### src/rtl/detector_pkg.sv
// Shared constants, event type and helpers for the edge detector pipeline.
package detector_pkg;

  localparam int PixelHeight  = 5;
  localparam int RowWidth     = (PixelHeight > 1) ? $clog2(PixelHeight) : 1;
  localparam int TsWidth      = 16;
  localparam int ConfirmCount = 3;
  localparam int ReleaseCount = 2;
  localparam int FifoDepth    = 8;

  typedef enum logic {
    SEARCH = 1'b0,
    ACTIVE = 1'b1
  } row_state_t;

  typedef struct packed {
    logic [RowWidth-1:0] row;
    logic [TsWidth-1:0]  timeStamp;
  } edge_event_t;

  // Index of the lowest set bit; 0 when nothing is set.
  function automatic logic [RowWidth-1:0] lowestIndex(input logic [PixelHeight-1:0] vec);
    lowestIndex = '0;
    for (int i = PixelHeight - 1; i >= 0; i--) begin
      if (vec[i]) lowestIndex = RowWidth'(i);
    end
  endfunction

endpackage

### src/rtl/edge_event_fifo.sv
// First-word-fall-through synchronous FIFO of edge events; the head reads as 0 when empty.
module edge_event_fifo
  import detector_pkg::*;
#(
  parameter int  DEPTH   = FifoDepth,
  parameter type entry_t = edge_event_t,
  localparam int PtrWidth   = (DEPTH > 1) ? $clog2(DEPTH) : 1,
  localparam int CountWidth = $clog2(DEPTH) + 1
) (
  input  logic                  clock,
  input  logic                  reset_n,
  input  logic                  push,
  input  logic                  pop,
  input  entry_t                pushData,
  output entry_t                headData,
  output logic                  full,
  output logic                  empty,
  output logic [CountWidth-1:0] count
);

  entry_t              mem [DEPTH];
  logic [PtrWidth-1:0] wrPtr;
  logic [PtrWidth-1:0] rdPtr;
  logic                doPush;
  logic                doPop;

  always_comb begin
    empty    = (count == '0);
    full     = (count == CountWidth'(DEPTH));
    doPop    = pop && !empty;
    // A full FIFO still accepts a push when the head leaves in the same cycle.
    doPush   = push && (!full || doPop);
    headData = empty ? '0 : mem[rdPtr];
  end

  always_ff @(posedge clock or negedge reset_n) begin
    if (!reset_n) begin
      wrPtr <= '0;
      rdPtr <= '0;
      count <= '0;
    end else begin
      if (doPush) wrPtr <= wrPtr + 1'b1;
      if (doPop)  rdPtr <= rdPtr + 1'b1;
      case ({doPush, doPop})
        2'b10:   count <= count + 1'b1;
        2'b01:   count <= count - 1'b1;
        default: count <= count;
      endcase
    end
  end

  always_ff @(posedge clock) begin
    if (doPush) mem[wrPtr] <= pushData;
  end

endmodule

### src/rtl/edge_event_collector.sv
// Per-row debounce, timestamping and queueing of confirmed edges.
// Build option EDGE_EVENT_STATS_EN adds dropCount and maxFifoCount outputs.
module edge_event_collector
  import detector_pkg::*;
#(
  parameter int  CONFIRM_COUNT = ConfirmCount,
  parameter int  RELEASE_COUNT = ReleaseCount,
  parameter int  FIFO_DEPTH    = FifoDepth,
  parameter int  TS_WIDTH      = TsWidth,
  localparam int CountWidth    = $clog2(FIFO_DEPTH) + 1
) (
  input  logic                  clock,
  input  logic                  reset_n,
  input  logic                  resultIn [PixelHeight],
  output logic                  eventValid,
  input  logic                  eventReady,
  output logic [RowWidth-1:0]   eventRow,
  output logic [TS_WIDTH-1:0]   eventTime,
  output logic [CountWidth-1:0] fifoCount,
  output logic                  overflow,
`ifdef EDGE_EVENT_STATS_EN
  output logic [15:0]           dropCount,
  output logic [CountWidth-1:0] maxFifoCount,
`endif
  output logic [PixelHeight-1:0] rowActive
);

  // Event handshake: the head entry transfers on a clock edge where eventValid
  // and eventReady are both high; eventValid never waits on eventReady.

  localparam int DropWidth = $clog2(PixelHeight + 1);

  typedef struct packed {
    logic [RowWidth-1:0] row;
    logic [TS_WIDTH-1:0] timeStamp;
  } event_t;

  row_state_t          rowState     [PixelHeight];
  row_state_t          rowStateNext [PixelHeight];
  logic [3:0]          hitCnt       [PixelHeight];
  logic [3:0]          hitCntNext   [PixelHeight];
  logic [3:0]          missCnt      [PixelHeight];
  logic [3:0]          missCntNext  [PixelHeight];
  logic [TS_WIDTH-1:0] rowTs        [PixelHeight];
  logic [TS_WIDTH-1:0] rowTsNext    [PixelHeight];

  logic [PixelHeight-1:0] pending;
  logic [PixelHeight-1:0] pendingNext;
  logic [PixelHeight-1:0] confirm;
  logic [PixelHeight-1:0] drop;
  logic [PixelHeight-1:0] pushMask;
  logic [DropWidth-1:0]   dropNum;
  logic [TS_WIDTH-1:0]    tsCounter;
  logic [RowWidth-1:0]    grantRow;
  logic                   anyPending;
  logic                   pushEn;
  logic                   popEn;
  logic                   fifoFull;
  logic                   fifoEmpty;
  event_t                 pushEntry;
  event_t                 headEntry;

  // Fixed-priority arbiter: the lowest pending row wins the single push slot.
  always_comb begin
    anyPending = |pending;
    grantRow   = lowestIndex(pending);
    popEn      = eventValid && eventReady;
    pushEn     = anyPending && (!fifoFull || popEn);
    pushMask   = '0;
    if (pushEn) pushMask[grantRow] = 1'b1;
    pushEntry.row       = grantRow;
    pushEntry.timeStamp = rowTs[grantRow];
  end

  always_comb begin
    for (int r = 0; r < PixelHeight; r++) begin
      rowStateNext[r] = rowState[r];
      hitCntNext[r]   = hitCnt[r];
      missCntNext[r]  = missCnt[r];
      confirm[r]      = 1'b0;
      case (rowState[r])
        SEARCH: begin
          if (resultIn[r]) begin
            if (hitCnt[r] == 4'(CONFIRM_COUNT - 1)) begin
              rowStateNext[r] = ACTIVE;
              hitCntNext[r]   = '0;
              confirm[r]      = 1'b1;
            end else begin
              hitCntNext[r] = hitCnt[r] + 4'd1;
            end
          end else begin
            hitCntNext[r] = '0;
          end
        end
        ACTIVE: begin
          if (!resultIn[r]) begin
            if (missCnt[r] == 4'(RELEASE_COUNT - 1)) begin
              rowStateNext[r] = SEARCH;
              missCntNext[r]  = '0;
            end else begin
              missCntNext[r] = missCnt[r] + 4'd1;
            end
          end else begin
            missCntNext[r] = '0;
          end
        end
        default: rowStateNext[r] = SEARCH;
      endcase

      // A row whose pending event leaves this cycle can take a new one without loss.
      drop[r]        = confirm[r] && pending[r] && !pushMask[r];
      pendingNext[r] = confirm[r] || (pending[r] && !pushMask[r]);
      rowTsNext[r]   = (confirm[r] && !drop[r]) ? tsCounter : rowTs[r];
      rowActive[r]   = (rowState[r] == ACTIVE);
    end
  end

  always_comb begin
    dropNum = '0;
    for (int r = 0; r < PixelHeight; r++) begin
      dropNum = dropNum + DropWidth'(drop[r]);
    end
  end

  always_ff @(posedge clock or negedge reset_n) begin
    if (!reset_n) begin
      for (int r = 0; r < PixelHeight; r++) begin
        rowState[r] <= SEARCH;
        hitCnt[r]   <= '0;
        missCnt[r]  <= '0;
        rowTs[r]    <= '0;
      end
      pending   <= '0;
      tsCounter <= '0;
      overflow  <= 1'b0;
    end else begin
      for (int r = 0; r < PixelHeight; r++) begin
        rowState[r] <= rowStateNext[r];
        hitCnt[r]   <= hitCntNext[r];
        missCnt[r]  <= missCntNext[r];
        rowTs[r]    <= rowTsNext[r];
      end
      pending   <= pendingNext;
      tsCounter <= tsCounter + 1'b1;
      if (|drop) overflow <= 1'b1;
    end
  end

  edge_event_fifo #(
    .DEPTH   (FIFO_DEPTH),
    .entry_t (event_t)
  ) u_fifo (
    .clock    (clock),
    .reset_n  (reset_n),
    .push     (pushEn),
    .pop      (popEn),
    .pushData (pushEntry),
    .headData (headEntry),
    .full     (fifoFull),
    .empty    (fifoEmpty),
    .count    (fifoCount)
  );

  assign eventValid = !fifoEmpty;
  assign eventRow   = headEntry.row;
  assign eventTime  = headEntry.timeStamp;

`ifdef EDGE_EVENT_STATS_EN
  logic [16:0] dropSum;

  assign dropSum = {1'b0, dropCount} + 17'(dropNum);

  always_ff @(posedge clock or negedge reset_n) begin
    if (!reset_n) begin
      dropCount    <= '0;
      maxFifoCount <= '0;
    end else begin
      dropCount <= dropSum[16] ? 16'hFFFF : dropSum[15:0];
      if (fifoCount > maxFifoCount) maxFifoCount <= fifoCount;
    end
  end
`endif

endmodule

### config.mk
export PLATFORM = sky130hd
export DESIGN_NAME = edge_event_collector
export DESIGN_NICKNAME = d
export VERILOG_FILES = /design/src/rtl/detector_pkg.sv /design/src/rtl/edge_event_fifo.sv /design/src/rtl/edge_event_collector.sv
export SDC_FILE = /design/constraint.sdc
export NUM_CORES = 1
export LEC_CHECK = 0
export CAP_MARGIN = 20
export CORE_MARGIN = 4
export CORE_UTILIZATION = 35
export DETAILED_ROUTE_END_ITERATION = 10
export GPL_ROUTABILITY_DRIVEN = 0
export SETUP_SLACK_MARGIN = 0.4
export SLEW_MARGIN = 20
export SYNTH_ARGS = -nofsm -noshare
export SYNTH_HDL_FRONTEND = slang
export SYNTH_SLANG_ARGS = --single-unit
export TNS_END_PERCENT = 30
### constraint.sdc
create_clock -name clock -period 3.6 [get_ports clock]
set_input_delay 0.72 -clock clock [delete_from_list [all_inputs] [get_ports clock]]
set_output_delay 0.72 -clock clock [all_outputs]
set_load 0.02 [all_outputs]
* Yosys cells after proc, flatten, opt, wreduce, memory -nomap -nowiden
Memories as Yosys holds them, arrays and structs flattened.
Cells that the tools add are included.
W data, S select, Z words.
** Cells by class
- $mul :: 0
- Shift-type cells :: 0
- Reduce and logical (&&, ||, !) cells :: 48
- Multiplexer cells :: 65
- Eq/ne operators :: 13
- Bitwise logic cells :: 6
- Div/mod/pow operators :: 0
- Add/sub/neg operators :: 15
- Magnitude comparators :: 3
** Operators with widths (number)
- $mux W4 :: 20
- $bmux W16 S3 :: 1
- $add A4 B1 Y4 const B :: 11
- $mux W16 :: 2
- $mux W1 :: 28
- $logic_and A1 B1 Y1 :: 25
- $eq A4 B1 Y1 const B :: 5
- $eq A4 B2 Y1 const B :: 5
- $mux W19 :: 1
- $add A16 B1 Y16 const B :: 1
- $mux W3 :: 5
- $logic_not A1 Y1 :: 12
- $pmux W1 S2 :: 5
- $reduce_or A5 Y1 :: 2
- $pmux W4 S2 :: 1
- $logic_or A1 B1 Y1 :: 7
- $add A3 B1 Y3 const B :: 2
- $mux W5 :: 1
- $not A1 Y1 :: 5
- $eq A4 B4 Y1 const B :: 1
- $ge A4 B4 Y1 const B :: 1
- $logic_not A4 Y1 :: 1
- $lt A3 B4 Y1 const B :: 1
- $not A3 Y4 :: 1
- 6 further kinds :: 6
** Word-level totals
- Bits in registers :: 157
- Memories :: 1
- Bits in read-only memories :: 0
- Bits in latches :: 0
- Input bits :: 8
- Word-level logic and storage cells :: 177
- Memory bits (writable) :: 152
** Memory list
- u_fifo.mem :: depth 8, width 19, read ports 1, clocked after memory_dff 0, wr ports 1, line edge_event_fifo.sv:21 : entry_t mem [DEPTH];

* Depth between registers and ports, before layout
Gate-level depths: netlist of the first run.
- Word-level depth :: 14
- Mapped depth :: 13
- Depth with buffers taken out :: 12

* Hierarchy
A second synthesis of the first run with hierarchy kept.
** Second synthesis, totals
- Cell total of the unflattened synthesis :: 911
- Area total of the unflattened synthesis :: 13440.4 µm²
** By module, submodules not included
- edge_event_collector :: area an instance 7013.0 µm², cells each 604, times used 1
- edge_event_fifo :: area an instance 6427.4 µm², cells each 307, times used 1

* Least setup slack after synthesis of the first run
No wires, ideal clock.
- Kind :: input-to-reg
- From :: input eventReady
- To :: memory u_fifo.mem[0][0] in the netlist's numbering (enable)
- Data required time :: 3.156 ns
- Arrival :: 3.403 ns
- Library setup time :: 0.444 ns
- Buffers on the path :: 0
- Stages on the path :: 4
- Setup slack :: -0.246 ns
- Path through :: or2b_1 > a2bb2oi_1 > inv_1 > nor4_1
** Between the ends
- Longest elaborated chain between the ends :: 6
** Ends and longest elaborated chain
- start, declared :: line edge_event_collector.sv:16 : input logic eventReady,
- $logic_and A1 B1 Y1 (*) :: line edge_event_collector.sv:67 : popEn = eventValid && eventReady;
- $logic_or A1 B1 Y1 / $logic_and A1 B1 Y1 (equally long branches) :: line edge_event_collector.sv:68, edge_event_fifo.sv:30
- $logic_and A1 B1 Y1 / $logic_or A1 B1 Y1 (equally long branches) :: line edge_event_collector.sv:68, edge_event_fifo.sv:32
- $logic_and A1 B1 Y1 (*) :: line edge_event_fifo.sv:32 : doPush = push && (!full || doPop);
- $mux W1 (*) :: line edge_event_fifo.sv:53 : if (doPush) mem[wrPtr] <= pushData;
- $mux W1 (implied by the code) (*) :: line edge_event_fifo.sv:53
- end, declared :: line edge_event_fifo.sv:21
Mark *: on every way between the ends. The rest lies on a longest branch, timed or not.

* Worst setup path after layout of the first run
- From :: register u_fifo.rdPtr[0]
- To :: output eventTime[9]
** Between the ends
- Longest elaborated chain between the ends :: 2
** Ends and longest elaborated chain
- start, declared :: line edge_event_fifo.sv:23 : logic [PtrWidth-1:0] rdPtr;
- start signal, assigned :: line edge_event_fifo.sv:43 : if (doPop) rdPtr <= rdPtr + 1'b1;
- $mem_v2 Z8 W19
- $mux W19 :: line edge_event_fifo.sv:33 : headData = empty ? '0 : mem[rdPtr];
- end, declared :: line edge_event_collector.sv:18 : output logic [TS_WIDTH-1:0] eventTime,
Every way passes these cells.

==> out/metrics.csv, run 1 <==
metric,value,unit
status,completed,
LEAKAGE,6.236,nW
Starting DRT DRC Count,550,
die area,41520,um2
fin util,0.4162,
final hold viol count,0,
# IOs,38,
P&R area growth vs syn,17.15,%
DR WL/cell,17.46,um
Total Negative Setup Slacks,0,ns
via/cell ratio,4.985,
Max VDD drop,0.0003290,V
post-synthesis sequential area ratio,0.6332,
Tcrit/Tclk final,0.8847,
maximum root-to-sink buffer count,3,
Post-Syn Instances,892,
placed cell area,14520,um2
Critical Path RT,2.88,ns
# DRC,0,
crit-path max FO,22,
TritonCTS Buffers,35,
die width,203.8,um
Starting Density,0.3553,
layout net count,992,
max-slew violations,0,
Post-DP HPWL,16210,um
standard-cell rows,71,
worst r2r dst,u_fifo.mem[6][11],
R2R cell count,4,
CTS H-tree depth,2,
total routed wirelength,26080,um
Worst slew margin,0.2970,
Worst setup EP type,output port,
mapped cell area,13410,um2
fin area,15710,um2
clock insertion delay at the later pin of the skew report,0.52,ns
port bufs,37,
Max Clk Rate,314.0,MHz
first-pass GRT wire length,42770,um
Synth Warn #,0,
vias in the first global route,7720,
Die Y,203.8,um
Antenna diodes,0,
root cell of the clock tree,clkbuf_16,
Worst Hold Class,in2async,
GRT overflow,0,
CTS tree,done,
reg2reg setup slack,0.78,ns
Final ANT Viol Nets,0,
largest net degree at the start of global routing,73,
post-layout min period,3.185,ns
Worst-path clk slew,0.05,ns
CTS Hold Bufs,0,
share of layout cells above drive strength 1,0.2363,
#FFs+latches synth,309,
pwr dens,809.4,nW/um2
Core ar.,37760,um2
Crit path arrival time,2.47,ns
Worst-Margin Slew,1.044,ns
GRT Total Usage,0.1278,
Detailed Routing Iterations Pass 1,7,
maxcap violations,0,
reg2reg start,pending[2],
Post-Syn Area per Cell,15.04,um2
Post-CTS Setup Bufs,0,
clock sink total,309,
Vias,7443,
Setup CP Type,reg2out,
unrepaired setup endpoints after global routing,true,
endpoints failing setup,0,
Worst Setup Start Kind,flop,
initial antenna violation count,0,
library cells used by synthesis,59,
Final Skew,0.02915,ns
Mapped Nets,926,
## critical path: stages (launching register included)
cell	delay, ns
dfrtp_2	0.40
buf_12	0.22
mux4_2	0.52
mux2i_1	0.20
nor2_1	0.06
clkdlybuf4s50_1	0.54
## cells by family after synthesis
| logic type | synth area share |
|---|---|
| DFF | 0.6332 |
| muxes | 0.1699 |
| adders and majority gates | 0.02425 |
| xor gates and xnor gates | 0.01502 |
| buffers and inverters | 0.02593 |
| AOI/OAI and AO/OA | 0.06082 |
| and+or+nand+nor | 0.07090 |
## cell usage in the layout (no fill, tap or decap), types with 5 or more instances in the layout
cell,Yosys,final
buf_4,0,30
o21ai_0,66,64
nor2_1,36,32
clkdlybuf4s50_1,0,31
nor3_1,18,14
ha_1,26,26
o31ai_1,10,10
nand3_1,22,22
mux2_2,62,62
mux2i_1,39,39
nor2_2,1,5
nand2_1,47,47
clkbuf_1,21,7
mux2_4,20,20
a21oi_1,5,5
nor3b_1,12,12
mux4_2,38,38
or3_1,5,5
clkbuf_16,0,37
dfrtp_1,157,156
inv_1,31,31
nor2b_1,8,8
nand4_1,6,6
xor2_1,10,10
nand2b_1,8,8
edfxtp_1,152,152
a222oi_1,15,15
xnor2_1,13,13
## flip-flops by register name, summed over array words and instances (netlist names)
signal / cells
rowActive: 5
u_fifo.count: 4
u_fifo.wrPtr: 3
hitCnt: 20
rowTs: 80
overflow: 1
u_fifo.mem: 152
pending: 5
tsCounter: 16
missCnt: 20
u_fifo.rdPtr: 3
## per-stage QoR
| step | hold slack [ns] | setup slack (ns) | power [mW] | instances |
|---|---|---|---|---|
| 2_1_floorplan | 0.4244 | 0.2339 | 7.774 | 892 |
| 3_3_place_gp | 0.4693 | 0.5719 | 9.221 | 1432 |
| 3_5_place_dp | 0.4729 | 0.5495 | 9.308 | 1432 |
| 4_1_cts | 0.2465 | 0.3735 | 12.93 | 1493 |
| 5_1_grt | 0.2830 | 0.3083 | 13.49 | 1493 |
| 6_report | 0.2355 | 0.4150 | 12.72 | 1493 |
## final cells by class
class | instances | area [um2]
Fill cell | 3402 | 22040
Timing Repair Buffer | 71 | 685.7
Clock inverter | 13 | 153.9
Clock buffer | 48 | 1007
Sequential cell | 309 | 8494
Multi-Input combinational cell | 510 | 4617
Tap cell | 511 | 639.4
Inverter | 31 | 116.4
## power breakdown
| group | switching (mW) | internal [mW] | total, mW |
|---|---|---|---|
| logic | 2.20 | 1.85 | 4.05 |
| registers | 0.494 | 4.64 | 5.13 |
| clock network | 1.37 | 2.17 | 3.54 |
## what timing repair did
item                       CTS  global route
gates resized for setup      7             4
gates cloned                 0             0
setup endpoints to repair   19            18
## metal layers
layer | part of all wire | global-route usage | vias up
met5 | 0 | 0 | -
met4 | 0.021 | 0.03445 | 0
met3 | 0.035 | 0.02083 | 40
met2 | 0.50 | 0.2195 | 104
met1 | 0.45 | 0.1694 | 3806
li1 | - | - | 3493
## how the worst max path moves through the flow
stage	to	from
2_1_floorplan	u_fifo.mem[2][0]	eventReady
3_3_place_gp	u_fifo.count[2]	eventReady
3_5_place_dp	u_fifo.count[2]	eventReady
4_1_cts	eventTime[9]	u_fifo.rdPtr[0]
5_1_grt	eventTime[9]	u_fifo.rdPtr[0]
6_report	eventTime[9]	u_fifo.rdPtr[0]
## cells in the mapped netlist, drive strengths merged
library cell,instances,area share
inv,31,0.0087
o211ai,2,0.0021
o41ai,2,0.0013
ha,26,0.024
nand3b,1,0.00056
mux2,85,0.077
xnor2,13,0.0085
buf,21,0.011
clkbuf,21,0.0059
nor2b,8,0.0037
nand2b,8,0.0037
a21o,1,0.00056
a22oi,1,0.00056
nor4,2,0.0021
a211o,1,0.00065
nand3,22,0.0082
a222oi,15,0.011
a21oi,9,0.0056
or3b,2,0.0013
or3,5,0.0023
nor2,37,0.011
dfrtp,157,0.29
edfxtp,152,0.34
o211a,1,0.00075
o31ai,11,0.0072
and4bb,1,0.00093
nor4b,2,0.0018
and3b,2,0.0013
and3,3,0.0014
a31o,1,0.00065
nor3,18,0.0067
a311oi,2,0.0013
a2bb2oi,1,0.00065
a41oi,1,0.00065
o21bai,1,0.0014
nand2,47,0.013
xor2,10,0.0065
or2b,1,0.00056
o21ai,68,0.026
or4,3,0.0017
nand4,6,0.0028
and2,1,0.00047
mux4,38,0.064
mux2i,39,0.029
nor3b,13,0.0076
No activity file was read; power rests on OpenSTA's default activity.
==> inputs of run 2 (changes only) <==
GPL_TIMING_DRIVEN = 0   (was unset)
HOLD_SLACK_MARGIN = 0.15   (was unset)
==> out/metrics.csv, run 2 (synthesis gave the netlist of run 1 again) <==
metric,value,unit,change
status,completed,,unchanged
clock insertion delay at the later pin of the skew report,0.53,ns,was 0.52 ns
maxcap violations,0,,unchanged
total routed wirelength,26890,um,"was 26,080 um"
die width,203.8,um,unchanged
pre-CTS setup slack,-0.4845,ns,was 0.5495 ns
crit-path max FO,8,,was 22
Core ar.,37760,um2,unchanged
most frequent cells in the layout,"dfrtp_1 (155), edfxtp_1 (152), o21ai_0 (62), mux2_2 (62), nand2_1 (47)",,"was dfrtp_1 (156), edfxtp_1 (152), o21ai_0 (64)"
placed cell area,14570,um2,"was 14,520 um2"
Worst Setup Start Kind,input pin,,was flop
Die Y,203.8,um,unchanged
initial antenna violation count,0,,unchanged
Worst slew margin,0.2833,,was 0.2970
Worst setup EP type,flop,,was output port
Worst Hold Class,in2async,,unchanged
TritonCTS Buffers,35,,unchanged
Critical Path RT,3.83,ns,was 2.88 ns
crit path launch,eventReady,,was u_fifo.rdPtr[0]
vias in the first global route,7853,,"was 7,720"
fin area,15840,um2,"was 15,710 um2"
largest net degree at the start of global routing,99,,was 73
Detailed Routing Iterations Pass 1,5,,was 7
register share of total power,0.397,,was 0.403
endpoints failing setup,0,,unchanged
CTS H-tree depth,2,,unchanged
share of layout cells above drive strength 1,0.2468,,was 0.2363
Final WS setup,0.4518,ns,was 0.4150 ns
largest register by flop count,u_fifo.mem,,unchanged
DR WL/cell,17.69,um,was 17.46 um
CTS tree,done,,unchanged
# IOs,38,,unchanged
reg2reg setup slack,0.68,ns,was 0.78 ns
"most common cell after layout, fill and taps aside",dfrtp_1,,unchanged
clock sink total,309,,unchanged
Largest regs,"u_fifo.mem (152), rowTs (80)",,unchanged
GRT overflow,0,,unchanged
hold slack,0.1409,ns,was 0.2355 ns
worst r2r dst,u_fifo.mem[2][6],,was u_fifo.mem[6][11]
Starting DRT DRC Count,459,,was 550
P_int,8.459,mW,was 8.665 mW
standard-cell rows,71,,unchanged
Post-DP HPWL,17390,um,"was 16,210 um"
CTS Hold Bufs,0,,unchanged
Starting Density,0.3553,,unchanged
die area,41520,um2,unchanged
Max Clk Rate,317.6,MHz,was 314.0 MHz
Switching Share,0.3360,,was 0.3188
Antenna diodes,0,,unchanged
final hold viol count,0,,unchanged
first-pass GRT wire length,44010,um,"was 42,770 um"
Worst-path clk slew,0.06,ns,was 0.05 ns
combinational share of power,0.336,,was 0.318
Vias,7587,,"was 7,443"
Setup CP Type,in2reg,,was reg2out
# DRC,0,,unchanged
GRT Total Usage,0.1311,,was 0.1278
Max VDD drop,0.0003203,V,was 0.0003290 V
via/cell ratio,4.991,,was 4.985
Tcrit/Tclk final,0.8745,,was 0.8847
pwr dens,804.1,nW/um2,was 809.4 nW/um2
Sw Pwr,4.280,mW,was 4.054 mW
Final Skew,0.02452,ns,was 0.02915 ns
filler instances,3382,,"was 3,402"
max reg flops,152,,unchanged
Crit path arrival time,3.38,ns,was 2.47 ns
P&R area growth vs syn,18.12,%,was 17.15%
unrepaired setup endpoints after global routing,true,,unchanged
R2R cell count,5,,was 4
Final ANT Viol Nets,0,,unchanged
reg2reg start,pending[2],,unchanged
LEAKAGE,6.271,nW,was 6.236 nW
multi-input combinational cell area,4682,um2,was 4617 um2
maximum root-to-sink buffer count,3,,unchanged
root cell of the clock tree,clkbuf_16,,unchanged
register area,8496,um2,was 8494 um2
layout net count,1017,,was 992
Worst-Margin Slew,1.064,ns,was 1.044 ns
max-slew violations,0,,unchanged
port bufs,35,,was 37
CP endpoint,u_fifo.mem[2][9],,was eventTime[9]
post-layout min period,3.148,ns,was 3.185 ns
Clk pwr share,0.267,,was 0.278
## run 2: layout make-up
type | instances | share of cell area
plain buffers | 42 | 0.01887
well taps | 511 | 0.04035
flip-flops and latches | 309 | 0.5362
clock buffers | 46 | 0.06041
multi-input cells | 510 | 0.2955
inverters | 31 | 0.007581
repair buffers | 54 | 0.03143
clock inverters | 17 | 0.009634
## run 2: layer usage
metal  vias up  track usage  share of wire
met5         -            0              0
met4         0      0.03252          0.017
met3        39      0.02274          0.035
met2        99       0.2223           0.49
met1      3903       0.1765           0.45
li1       3546            -              -
## run 2: timing repair
action                                  CTS  global route
pin swaps                                 0             1
endpoints found under the setup margin   58            19
buffers inserted                          1             7
resized for setup                        44            13
gates cloned                              0             0
## run 2: stage by stage
stage / setup TNS (ns) / power [mW] / util / cells
final: 0 / 12.74 / 0.4197 / 1520
after global routing: 0 / 13.50 / 0.4197 / 1520
after CTS: 0 / 12.77 / 0.4172 / 1513
after detailed placement: -20.19 / 9.352 / 0.3859 / 1449
after global placement: -990.12 / 9.164 / 0.3816 / 1438
after floorplan: 0 / 7.774 / - / 892
## run 2: power by group through the flow
stage / sequential [mW] / clock (mW) / combinational, mW
floorplan: 5.05 / 0 / 2.72
global placement: 5.10 / 0 / 4.07
detailed placement: 5.12 / 0 / 4.24
CTS: 5.06 / 3.50 / 4.21
global route: 5.14 / 3.66 / 4.70
finish: 5.06 / 3.40 / 4.28
## run 2: how the worst min path moves through the flow
stage,start,to,slack (ns),cells past startpoint
final,reset_n,missCnt[19],0.14,1
after CTS,reset_n,hitCnt[3],0.15,1
after detailed placement,missCnt[15],missCnt[15],0.47,1
after floorplan,reset_n,hitCnt[0],0.42,0
after global placement,rowTs[36],rowTs[36],0.47,1
after global routing,reset_n,missCnt[19],0.17,1
## run 2: critical path, stage by stage
cell and delay (ns):
clkdlybuf4s50_1 0.69, or2b_2 0.32, a2bb2oi_2 0.33, clkinvlp_4 0.25, buf_4 0.19, nor3_4 0.41
buf_4 0.29, buf_4 0.18
